===== config.mk =====
export PLATFORM = sky130hd
export DESIGN_NAME = flag_hazard_ctrl
export DESIGN_NICKNAME = d
export VERILOG_FILES = /design/src/rtl/flag_hazard_ctrl.sv
export SDC_FILE = /design/constraint.sdc
export NUM_CORES = 1
export LEC_CHECK = 0
export ABC_AREA = 1
export ABC_CLOCK_PERIOD_IN_PS = 1300
export CORE_MARGIN = 3
export CORE_UTILIZATION = 25
export CTS_CLUSTER_DIAMETER = 150
export DETAILED_ROUTE_END_ITERATION = 10
export SLEW_MARGIN = 20
export SYNTH_ARGS = -nofsm -noshare
export SYNTH_HDL_FRONTEND = slang
export SYNTH_SLANG_ARGS = --single-unit

===== constraint.sdc =====
create_clock -name clk -period 1.3 [get_ports clk]
set_clock_uncertainty 0.2 [all_clocks]
set_input_delay 0.325 -clock clk [delete_from_list [all_inputs] [get_ports clk]]
set_output_delay 0.325 -clock clk [all_outputs]
set_load 0.05 [all_outputs]

===== src/rtl/flag_hazard_ctrl.sv =====
// NZCV flag sequencing and RAW hazard control from EX through WB for the 5-stage pipeline.
// Build option: define FLAG_EX_FWD_EN to forward EX flags to ID; otherwise a one-cycle stall is used.
module flag_hazard_ctrl #(
    parameter int unsigned FLAG_W = 4
) (
    input  logic              clk,
    input  logic              reset,
    input  logic              id_set_flags,
    input  logic              id_use_flags,
    input  logic [FLAG_W-1:0] ex_alu_flags,
    input  logic [FLAG_W-1:0] arch_flags,
    input  logic              flush,
    input  logic              hold,
    output logic              flag_wr_en,
    output logic [FLAG_W-1:0] flag_wr_data,
    output logic [FLAG_W-1:0] id_flags,
    output logic              flag_stall
);

    logic              ex_v;
    logic              mem_v;
    logic              wb_v;
    logic [FLAG_W-1:0] mem_f;
    logic [FLAG_W-1:0] wb_f;

    // Tracker pipeline; in-flight writers are dropped on reset, never committed
    always_ff @(posedge clk or negedge reset) begin
        if (!reset) begin
            ex_v  <= 1'b0;
            mem_v <= 1'b0;
            wb_v  <= 1'b0;
            mem_f <= '0;
            wb_f  <= '0;
        end else if (!hold) begin
            ex_v  <= id_set_flags & ~flag_stall & ~flush;
            mem_v <= ex_v;
            mem_f <= ex_alu_flags;
            wb_v  <= mem_v;
            wb_f  <= mem_f;
        end
    end

    // Commit at WB; a frozen pipeline must not write the same flags twice
    always_comb begin
        flag_wr_en   = wb_v & ~hold;
        flag_wr_data = wb_v ? wb_f : '0;
    end

`ifdef FLAG_EX_FWD_EN
    // Youngest valid writer wins, EX included
    always_comb begin
        flag_stall = 1'b0;
        if (ex_v)
            id_flags = ex_alu_flags;
        else if (mem_v)
            id_flags = mem_f;
        else if (wb_v)
            id_flags = wb_f;
        else
            id_flags = arch_flags;
    end
`else
    // EX excluded from selection; a reader behind an EX writer waits one cycle for MEM
    always_comb begin
        flag_stall = id_use_flags & ex_v;
        if (mem_v)
            id_flags = mem_f;
        else if (wb_v)
            id_flags = wb_f;
        else
            id_flags = arch_flags;
    end
`endif

endmodule


==> impl_metrics.toml, run 1 <==
[worst_setup_path]
cp-end-kind = "output port"
critPathLaunch = "wb_v$_DFFE_PN0N_"
required_ns = 0.77
start_kind = "register"
cp.arrival_ns = 1.18
crit_end = "id_flags[2]"
reg2reg_setup_slack_ns = 0.20
rr_startpoint = "mem_v$_DFFE_PN0N_"
critical_path.reg2reg.endpoint = "wb_v$_DFFE_PN0N_"
cp_max_fo = 6
critical_path_class = "reg2out"
reg2regPathDepth = 3

[synthesis]
syn-instance-count = 76
synth_compound_area_frac = 0.110
synthArstFlopShare = 1.00
netlist_top_cells_area = "dfrtp_1 49%, nand2_1 21%, inv_1 8.7%, nor2_1 4.7%, a21oi_2 4.7%"
muxShareOfSynthArea = 0
synth_warnings = 0
synth_area_per_cell_um2 = 7.36
yosys.area_share.simple = 0.271
synth_top_area_frac = 0.492
yosysSeqAreaShare = 0.492
synthTopCellsByCount = "32 x nand2_1, 13 x inv_1, 11 x dfrtp_1"
synth-adder-area-share = 0
syn_nets = 90
synth_ff_type = "dfrtp_1"
synth_seq_cells = 11
syn-cell-area_um2 = 559
synth_top_area_cell = "dfrtp_1"
synth.distinct_cells = 9
synth_edf_count = 0
yosysMostFrequentCell = "nand2_1"
synth_xor_xnor_area_share = 0
synth_top_family_by_area = "simple AND/OR/NAND/NOR gates"

[grt]
grt_max_degree = 22
met1_usage = 0.126
busiest_layer = "met2"
grt_use_total = 0.102
antenna_found_initial = 0
overflow = 0
use_met3 = 0.0197
grt_pass1_vias = 519
grt_pass1_wl_um = 2090
use_met2 = 0.159

[finish]
fill_cells = 209
final_nets = 122
final_area_um2 = 1040
final_layout_size_suffix_gt1_frac = 0.402
multi_input_area_um2 = 278
ff_latch_area_um2 = 277
area_growth_pct = 85.7
num_antenna_cells = 0

[pwr]
switching_power_uw = 421
seq_power_share = 0.348
powerDensity_nw_per_um2 = 1130
combPwrFrac = 0.462
leakagePower_nw = 0.525
swShare = 0.360
p_clk_frac = 0.190
internal_power_uw = 748
max-vdd-ir-drop_mv = 0.527

[timing]
slew_headroom = 0.870
setup_tns_ns = -3.14
fmax_mhz = 587
fin_crit_sh = 1.31
maxSlewViolCount = 0
min_period_ns = 1.70
setup_viol = 10
worst_pin_slew_ns = 0.195
setup_ws_ns = -0.403
holdWs_ns = 0.146
rsz0062_at_grt = "yes"
hold_violations = 0

[placement]
place_hpwl_um = 1020
io_buffers = 23
placed_area_um2 = 973
place.gp.congestion = 0.686
preCtsSetupSlack_ns = -0.394

[min_path]
worstHoldPathType = "in2async"

[route]
vias_per_cell = 4.13
routed_wl_um = 1250
drt_iter0_drc = 6
wl_per_cell_um = 9.34
vias = 554
drc = 0
antenna_left = 0
first_pass_iters = 4

[clock_network]
clock-root-buffer = "clkbuf_4"
cts_sinks = 11
numCtsBuffers = 3
clockBufferDepth = 2
clk_pin_slew_ns = 0.07
cts_max_level = 1
ctsHoldBuffers = 0
clock_latency_ns = 0.26
tritoncts = "built"

[status]
status = "finished, violations left"
violations = "setup timing"

[floorplanning]
die_x_um = 53.3
rows = 16
dieArea_um2 = 2840
start_util = 0.274
die_h_um = 53.3
core_area_um2 = 2040
ios = 24

[job]
max_cap_viol_count = 0
routing by layer:
layer | vias up | routed length, um
met2 | 20 | 577
met3 | 0 | 95
li1 | 286 | -
met5 | - | 0
met1 | 248 | 577
met4 | 0 | 0
kinds of logic (layout without fill, tap and decap cells):
group,after synthesis,after routing
buf+inv,15,46
compound gates,10,10
simple gates,40,40
flops,11,11
sequential cells by signal (all words and copies together), names as in the netlist:
name   count
mem_f      4
wb_f       4
ex_v       1
mem_v      1
wb_v       1
cell usage in the layout (no fill, tap or decap):
master and n:
inv_1 9, o21ai_0 5, inv_4 1, a21oi_1 2
clkbuf_1 1, clkbuf_4 3, nand3_1 1, dlygate4sd2_1 2
dfrtp_2 1, nand2_1 17, nand2_4 4, a21oi_2 3
clkdlybuf4s50_1 11, buf_12 10, nor2_1 6, inv_2 3
nor2_4 1, buf_4 6, nand2_2 11, dfrtp_1 10
metrics by stage:
step | utilization | power, mW | cells
3_3_place_gp | 0.477 | 0.927 | 128
2_1_floorplan | - | 0.680 | 76
4_1_cts | 0.498 | 1.17 | 133
6_report | 0.509 | 1.17 | 134
5_1_grt | 0.509 | 1.24 | 134
3_5_place_dp | 0.477 | 0.934 | 128
critical path, cell delays in order, from the launching register on:
cell,delay (ns)
dfrtp_2,0.45
inv_4,0.10
nand2_1,0.05
nand2_1,0.06
nand2_2,0.06
nand2_4,0.06
buf_12,0.13
how the worst min path moves through the flow:
| stage | from | to | slack, ns |
|---|---|---|---|
| 2_1_floorplan | reset | ex_v$_DFFE_PN0N_ | -0.17 |
| 3_3_place_gp | wb_f[1]$_DFFE_PN0N_ | wb_f[1]$_DFFE_PN0N_ | 0.27 |
| 3_5_place_dp | wb_f[2]$_DFFE_PN0N_ | wb_f[2]$_DFFE_PN0N_ | 0.27 |
| 4_1_cts | reset | wb_f[1]$_DFFE_PN0N_ | 0.15 |
| 5_1_grt | reset | ex_v$_DFFE_PN0N_ | 0.16 |
| 6_report | reset | wb_f[1]$_DFFE_PN0N_ | 0.15 |
layout make-up:
cell class                 instances  share of cell area
sequential                        11               0.266
tap                               27              0.0325
multi-input combinational         50               0.267
inverter                          13              0.0494
clock buffer                       4              0.0253
timing repair buffer              29               0.359
power groups by stage:
stage	Combinational (mW)	Clock (mW)	Sequential, mW
after floorplan	0.277	0	0.403
after global placement	0.517	0	0.410
after detailed placement	0.523	0	0.411
after CTS	0.531	0.233	0.407
after global routing	0.574	0.254	0.410
final	0.541	0.222	0.406
timing repair:
item / CTS / global route
resized for setup: 7 / 7
pin swaps: 7 / 4
endpoints found under the setup margin: 16 / 10
gates cloned: 0 / 0
buffers inserted: 1 / 1
No activity file was read; power rests on OpenSTA's default activity.
==> run 2, diff against run 1 <==
ABC_CLOCK_PERIOD_IN_PS = 2130   (was 1300)
SLEW_MARGIN = default   (was 20)
clock period = 2.13 ns   (was 1.3 ns; I/O delays follow)
==> run 2 against run 1 <==
  * The flow now finishes without violations
  * Worst hold slack improved by 0.13 ns
  * First-iteration DRC count is 67% lower
  * Sequential power is 39% lower
  * Via count down 3.6%
  * Critical endpoint is now id_flags[1]
  * Sequential cell count stayed put
  * Wire length rose by 4.0%
  * Register-to-register slack improved by 0.88 ns
  * Setup slack gained 0.45 ns
==> impl_metrics.toml, run 2 (synthesized netlist as in run 1, its figures left out) <==
[route]
wl_per_cell_um = 10.1
vias_per_cell = 4.14
vias = 534
drt_iter0_drc = 2
drc = 0
first_pass_iters = 3
antenna_left = 0
routed_wl_um = 1300

[min_path]
worstHoldPathType = "reg2reg"

[timing]
hold_violations = 0
holdWs_ns = 0.280
maxSlewViolCount = 0
fmax_mhz = 479
slew_headroom = 0.676
worst_pin_slew_ns = 0.484
setup_viol = 0
fin_crit_sh = 0.980
min_period_ns = 2.09
rsz0062_at_grt = "yes"

[floorplanning]
start_util = 0.274
ios = 24
core_area_um2 = 2040
dieArea_um2 = 2840
die_h_um = 53.3
die_x_um = 53.3
rows = 16

[worst_setup_path]
start_kind = "input pin"
required_ns = 1.40
critical_path_class = "in2out"
cp_max_fo = 1
cp.arrival_ns = 1.35
cp-end-kind = "output port"

[finish]
largestRegisters = "mem_f (4), wb_f (4)"
final_common_cell = "nand2_1"
num_antenna_cells = 0
multi_input_area_um2 = 223
final_nets = 117
area_growth_pct = 70.2
fin_util = 0.466
most-common-layout-cells = "28 x nand2_1, 13 x inv_1, 11 x dfrtp_1"
final_cells = 129
fill_cells = 225
final_layout_size_suffix_gt1_frac = 0.206
ff_latch_area_um2 = 275

[grt]
antenna_found_initial = 0
grt_pass1_vias = 487
overflow = 0
grt_pass1_wl_um = 2100
grt_use_total = 0.103
grt_max_degree = 23

[clock_network]
cts_max_level = 1
tritoncts = "built"
numCtsBuffers = 3
clock-root-buffer = "clkbuf_4"
ctsHoldBuffers = 0
clockBufferDepth = 2
clock_latency_ns = 0.27
cts_sinks = 11
clk_pin_slew_ns = 0.07

[placement]
place.gp.congestion = 0.655
io_buffers = 23
place_hpwl_um = 1010
dp_cells = 125

[status]
status = "complete, no violations"

[pwr]
powerDensity_nw_per_um2 = 716
power_uw = 681
leakagePower_nw = 0.522
max-vdd-ir-drop_mv = 0.417

[job]
max_cap_viol_count = 0
## run 2: cell types whose count changed in the layout (fill, tap and decap cells not counted), moves of 2 or more
cell / delta
nand2_2: -7
nand2_4: -4
buf_4: -5
nand2_1: +11
inv_1: +4
dlygate4sd2_1: -2
dlymetal6s2s_1: +3
inv_2: -3
## run 2: path summary, 6_finish.rpt
check                                          from                   end  slack (ns)  cells after the start
worst max-delay path                  arch_flags[1]           id_flags[1]        0.04                      6
worst min register to register  wb_f[2]$_DFFE_PN0N_   wb_f[2]$_DFFE_PN0N_        0.28                      2
min in group asynchronous                     reset  mem_f[1]$_DFFE_PN0N_        0.39                      1
worst min-delay path            wb_f[2]$_DFFE_PN0N_   wb_f[2]$_DFFE_PN0N_        0.28                      2
max in group asynchronous                     reset   wb_f[0]$_DFFE_PN0N_        1.01                      1
worst max register to register    mem_v$_DFFE_PN0N_      wb_v$_DFFE_PN0N_        1.08                      2
## run 2: timing repair
| action | CTS | global route |
|---|---|---|
| endpoints found under the setup margin | 2 | 4 |
| setup buffers | 0 | 0 |
| pin swaps | 0 | 5 |
| resized for setup | 2 | 5 |
## run 2: report_power, final
group,internal (mW),switching (mW)
Sequential,0.230,0.0162
Combinational,0.134,0.158
Clock,0.0724,0.0707
Total,0.436,0.245
## run 2: routing by layer
layer  share of wire  track usage  routed length (um)  vias to the layer above
met2            0.49        0.190                 641                       21
met1            0.42        0.110                 547                      234
met4               0       0.0128                   0                        0
li1                -            -                   -                      279
met3           0.086       0.0451                 112                        0
met5               0            0                   0                        -
## run 2: worst max-delay path, cell delays in order
cell and delay [ns]:
clkdlybuf4s50_1 0.45, nand2_1 0.05, nand2_1 0.05, nand2_1 0.05, nand2_2 0.08, buf_12 0.13
## run 2: area by class of cell
| type | instances | share of cell area |
|---|---|---|
| timing repair buffer | 24 | 0.363 |
| sequential | 11 | 0.289 |
| multi-input combinational | 50 | 0.234 |
| inverter | 13 | 0.0512 |
| tap | 27 | 0.0355 |
| clock buffer | 4 | 0.0276 |
## run 2: through the flow
step / worst slack (ns) / TNS [ns] / cell area [um^2]
2_1_floorplan: 0.0805 / 0 / 559
3_3_place_gp: -0.0159 / -0.0159 / 908
3_5_place_dp: -0.0215 / -0.0215 / 908
4_1_cts: -0.00688 / -0.00688 / 940
5_1_grt: -0.0232 / -0.0232 / 952
6_report: 0.0431 / 0 / 952
==> edit 1, RTL diff (settings of run 1) <==
Put a register stage on the output `flag_wr_data`, with the module's reset. The value now appears one clock later. The other outputs are not delayed to match.
--- a/src/rtl/flag_hazard_ctrl.sv
+++ b/src/rtl/flag_hazard_ctrl.sv
@@ -16,6 +16,8 @@
     output logic [FLAG_W-1:0] id_flags,
     output logic              flag_stall
 );
+
+    logic [FLAG_W-1:0] flag_wr_data_d;
 
     logic              ex_v;
     logic              mem_v;
@@ -43,7 +45,7 @@
     // Commit at WB; a frozen pipeline must not write the same flags twice
     always_comb begin
         flag_wr_en   = wb_v & ~hold;
-        flag_wr_data = wb_v ? wb_f : '0;
+        flag_wr_data_d = wb_v ? wb_f : '0;
     end
 
 `ifdef FLAG_EX_FWD_EN
@@ -72,5 +74,13 @@
     end
 `endif
 
+    always_ff @(posedge clk or negedge reset) begin
+        if (!reset) begin
+            flag_wr_data <= '0;
+        end else begin
+            flag_wr_data <= flag_wr_data_d;
+        end
+    end
+
 endmodule
 
Formal check against the unedited RTL: not equivalent (a bounded check fails within 4 cycles, from zero or initial values and one cycle with reset low).
==> edit 1 against run 1 <==
  * The run still ends with negative setup slack left
  * Cell area grew 12%
  * Sequential cell count grew 4
  * Non-clock buffer count grew 1
  * Clock power grew 18%
  * Total power grew 16%
  * Synthesized area grew 18%
  * Sequential power grew 35%
  * Via count grew 7.0%
  * Final cell count grew 4.5%
  * Setup slack lost 0.061 ns
  * Routed wire length grew 17%
  * Count of clock-buffer cells in the layout is the same
  * Largest cell class unchanged
  * Highest routed layer is now met4
==> edit 1: results <==
metrics = {
    "placement": {
        "placed_cell_area_um2": 1090,
        "placed_cells": 134,
    },
    "logic_synthesis": {
        "synth-compound-area-share_pct": 9.30,
        "synth.avg_cell_area_um2": 8.24,
        "synth_common_cells": "nand2_1 (32), dfrtp_1 (15), inv_1 (13), nor2_1 (7), o21ai_0 (5)",
        "synthCells": 80,
    },
    "cells_and_area": {
        "n_all_buffers": 30,
        "reg_top3": "flag_wr_data: 4 flops, mem_f: 4 flops, wb_f: 4 flops",
        "nFlopsAndLatches": 15,
        "register_area_um2": 377,
        "drive_gt1_share_pct": 35.7,
        "multi_input_area_share_pct": 23.5,
        "seq_share_pct": 32.4,
    },
    "sta": {
        "worst_slack_ns": -0.464,
        "setup_viol": 10,
    },
    "routing": {
        "avgRoutedWirePerCell_um": 10.5,
        "dr.max_layer_used": "met4",
        "dr_wl_met2_um": 607,
    },
    "outcome": {
        "status": "finished with violations",
        "violations": "negative setup slack",
    },
    "pwr": {
        "p_comb_share_pct": 40.4,
        "irDropWorstVdd_v": 0.000641,
        "netSwitchingFraction_pct": 34.4,
    },
    "global_routing": {
        "grt_util_met2_pct": 14.0,
        "grt_max_degree": 16,
        "met1_usage_pct": 14.0,
    },
}
## edit 1: cell types whose count changed in the layout (fill, tap and decap cells not counted), sizes merged
cell,delta
buf,+1
dlymetal6s2s,+1
dfrtp,+4
dlygate4sd2,-1
## edit 1: path summary, 6_finish.rpt
path / start / to / slack, ns / depth (start not counted)
max reg2reg: wb_v$_DFFE_PN0N_ / flag_wr_data[0]$_DFF_PN0_ / 0.29 / 3
max in group asynchronous: reset / wb_v$_DFFE_PN0N_ / 0.61 / 2
min reg2reg: wb_f[0]$_DFFE_PN0N_ / wb_f[0]$_DFFE_PN0N_ / 0.30 / 2
min in group clk: hold / wb_v$_DFFE_PN0N_ / 0.22 / 3
max: wb_v$_DFFE_PN0N_ / id_flags[3] / -0.46 / 6
min: reset / mem_f[3]$_DFFE_PN0N_ / 0.16 / 2
## edit 1: worst max-delay path, cell delays in order (launching register included)
cell and delay (ns):
dfrtp_2 0.47, inv_4 0.10, nand2_1 0.06, nand2_1 0.06, nand2_2 0.06, nand2_4 0.07, buf_12 0.13
==> edit 2, RTL diff (settings of run 1) <==
Without the edit above. Add a define of `FLAG_EX_FWD_EN`.
--- a/src/rtl/flag_hazard_ctrl.sv
+++ b/src/rtl/flag_hazard_ctrl.sv
@@ -1,5 +1,7 @@
 // NZCV flag sequencing and RAW hazard control from EX through WB for the 5-stage pipeline.
 // Build option: define FLAG_EX_FWD_EN to forward EX flags to ID; otherwise a one-cycle stall is used.
+`define FLAG_EX_FWD_EN
+
 module flag_hazard_ctrl #(
     parameter int unsigned FLAG_W = 4
 ) (
Check against the original RTL: not equivalent (Yosys sat finds a counterexample within 4 cycles, from zero or initial values and one cycle with reset low).
==> edit 2 against run 1 <==
  * The flow still finishes with violations (negative setup slack)
  * Worst hold slack better by 0.0073 ns
  * Setup slack got worse by 0.040 ns
  * Sequential share of layout area shrank 1.3 points
  * Combinational power is 3.9% higher
  * Routed wire length grew 20%
  * Synthesized area grew 0.89%
  * Sequential cell count unchanged
  * Cell area up 6.1%
  * Non-clock buffer count rose by 5
  * Total power up 3.4%
  * Via count rose by 12%
  * First-iteration DRC count grew 17%
  * Core utilization is 3.1 points higher
  * Critical endpoint is now id_flags[1]
  * Largest cell class unchanged
==> edit 2: results <==
metrics = {
    "routing": {
        "dr.max_layer_used": "met4",
        "first_pass_iters": 4,
        "drt_iter0_markers": 7,
        "avgRoutedWirePerCell_um": 10.8,
        "wl_met1_um": 657,
        "viasPerCell": 4.41,
        "dr_wl_met2_um": 748,
        "wl_met3_um": 92,
    },
    "pwr": {
        "switchingPower_w": 0.000447,
        "leakagePower_nw": 0.509,
        "irDropWorstVdd_v": 0.000610,
    },
    "worst_setup_path": {
        "r2r-end": "mem_v$_DFFE_PN0N_",
        "r2r_setup_slack_ns": 0.24,
        "cp-endpoint": "id_flags[1]",
        "cp.arrival_ns": 1.22,
        "critPathMaxFanout": 6,
        "rr_startpoint": "ex_v$_DFFE_PN0N_",
        "critPathLaunch": "wb_v$_DFFE_PN0N_",
        "r2r_cells": 3,
    },
    "logic_synthesis": {
        "synth_fp_nets": 92,
        "synth.area.top_cells": "dfrtp_1 (49%), nand2_1 (21%), inv_1 (6.0%), o21ai_0 (4.4%), o21ai_1 (4.4%)",
        "synth.avg_cell_area_um2": 7.23,
        "async_flop_share_pct": 100,
        "synth.most_common_cell": "nand2_1",
        "yosysSeqAreaShare_pct": 48.8,
        "ys_warn_count": 0,
        "synth_common_cells": "nand2_1 (31), dfrtp_1 (11), inv_1 (9), o21ai_0 (5), o21ai_1 (5)",
        "synth.distinct_cells": 14,
    },
    "sta": {
        "setup_viol": 9,
        "hold_ws_ns": 0.154,
        "setup-tns-final_ns": -3.72,
        "worst_slack_ns": -0.443,
    },
    "clocking": {
        "clk_latency_ns": 0.27,
        "ctsLongestPathBuffers": 2,
        "numCtsBuffers": 3,
        "clk_pin_slew_ns": 0.08,
        "cts_root_buffer": "clkbuf_4",
        "cts_max_level": 1,
    },
    "cells_and_area": {
        "fin_cells": 140,
        "drive_gt1_share_pct": 44.2,
        "reg_top3": "mem_f: 4 flops, wb_f: 4 flops",
        "num_antenna_cells": 0,
        "fillers": 205,
    },
    "outcome": {
        "status": "finished with violations",
        "violations": "negative setup slack",
    },
    "worst_hold_path": {
        "hp-class": "in -> async",
    },
    "global_routing": {
        "track_usage_pct": 12.2,
        "grt_pass1_vias": 597,
        "grt_pass1_wl_um": 2540,
        "grt_max_degree": 14,
        "grt_antenna_before_repair": 0,
    },
    "placement": {
        "placed_cell_area_um2": 1000,
        "io_buffers": 21,
        "place_congestion": 0.733,
        "dp_hpwl_um": 1150,
        "placed_cells": 134,
        "pre_cts_ws_ns": -0.467,
    },
}
[edit 2: cell count changes in the layout (fill, tap and decap cells not counted), sizes merged, moves of 3 or more]
cell	run 1	this run
nor2	7	1
clkinvlp	0	3
buf	16	22
o21ai	5	10
nand3	1	4
inv	13	9
[edit 2: repair_timing]
action | in CTS | in global routing
pin swaps | 7 | 0
setup buffers | 0 | 2
setup endpoints to repair | 14 | 9
gates resized for setup | 21 | 0
endpoints found under the hold margin | 0 | 0
gates cloned | 0 | 0
[edit 2: power groups by stage]
stage,logic (W),registers (W),clock network (W)
3_3_place_gp,0.000524,0.000410,0
6_report,0.000562,0.000408,0.000239
4_1_cts,0.000558,0.000410,0.000240
3_5_place_dp,0.000531,0.000411,0
2_1_floorplan,0.000276,0.000399,0
5_1_grt,0.000598,0.000413,0.000257
[edit 2: logic make-up (layout without fill, tap and decap cells)]
kind of cell           after synthesis  in the layout  share of synthesized area, %
buffers and inverters               15             50                          12.2
AO/OA/AOI/OAI                       15             15                          13.5
flip-flops                          11             11                          48.8
other                                1              1                         0.665
AND/OR/NAND/NOR                     36             36                          24.8
[edit 2: worst max-delay path, stage by stage (launching register included)]
cell and delay (ns):
dfrtp_2 0.46, inv_4 0.10, nand2_1 0.07, nand3_2 0.06
nand2_2 0.07, nand2_4 0.07, buf_12 0.13
[edit 2: per-layer routing]
metal | vias up | GRT usage [%]
li1 | 309 | -
met5 | - | 0
met3 | 2 | 1.97
met1 | 290 | 16.2
met4 | 0 | 5.11
met2 | 17 | 19.4
[edit 2: cell type report]
type / count / area, um2 / share of cell area (%)
Timing Repair Buffer: 34 / 404 / 36.7
Multi-Input combinational cell: 52 / 295 / 26.8
Tap cell: 27 / 33.8 / 3.06
Inverter: 12 / 63.8 / 5.79
Clock buffer: 4 / 26.3 / 2.38
Sequential cell: 11 / 279 / 25.3
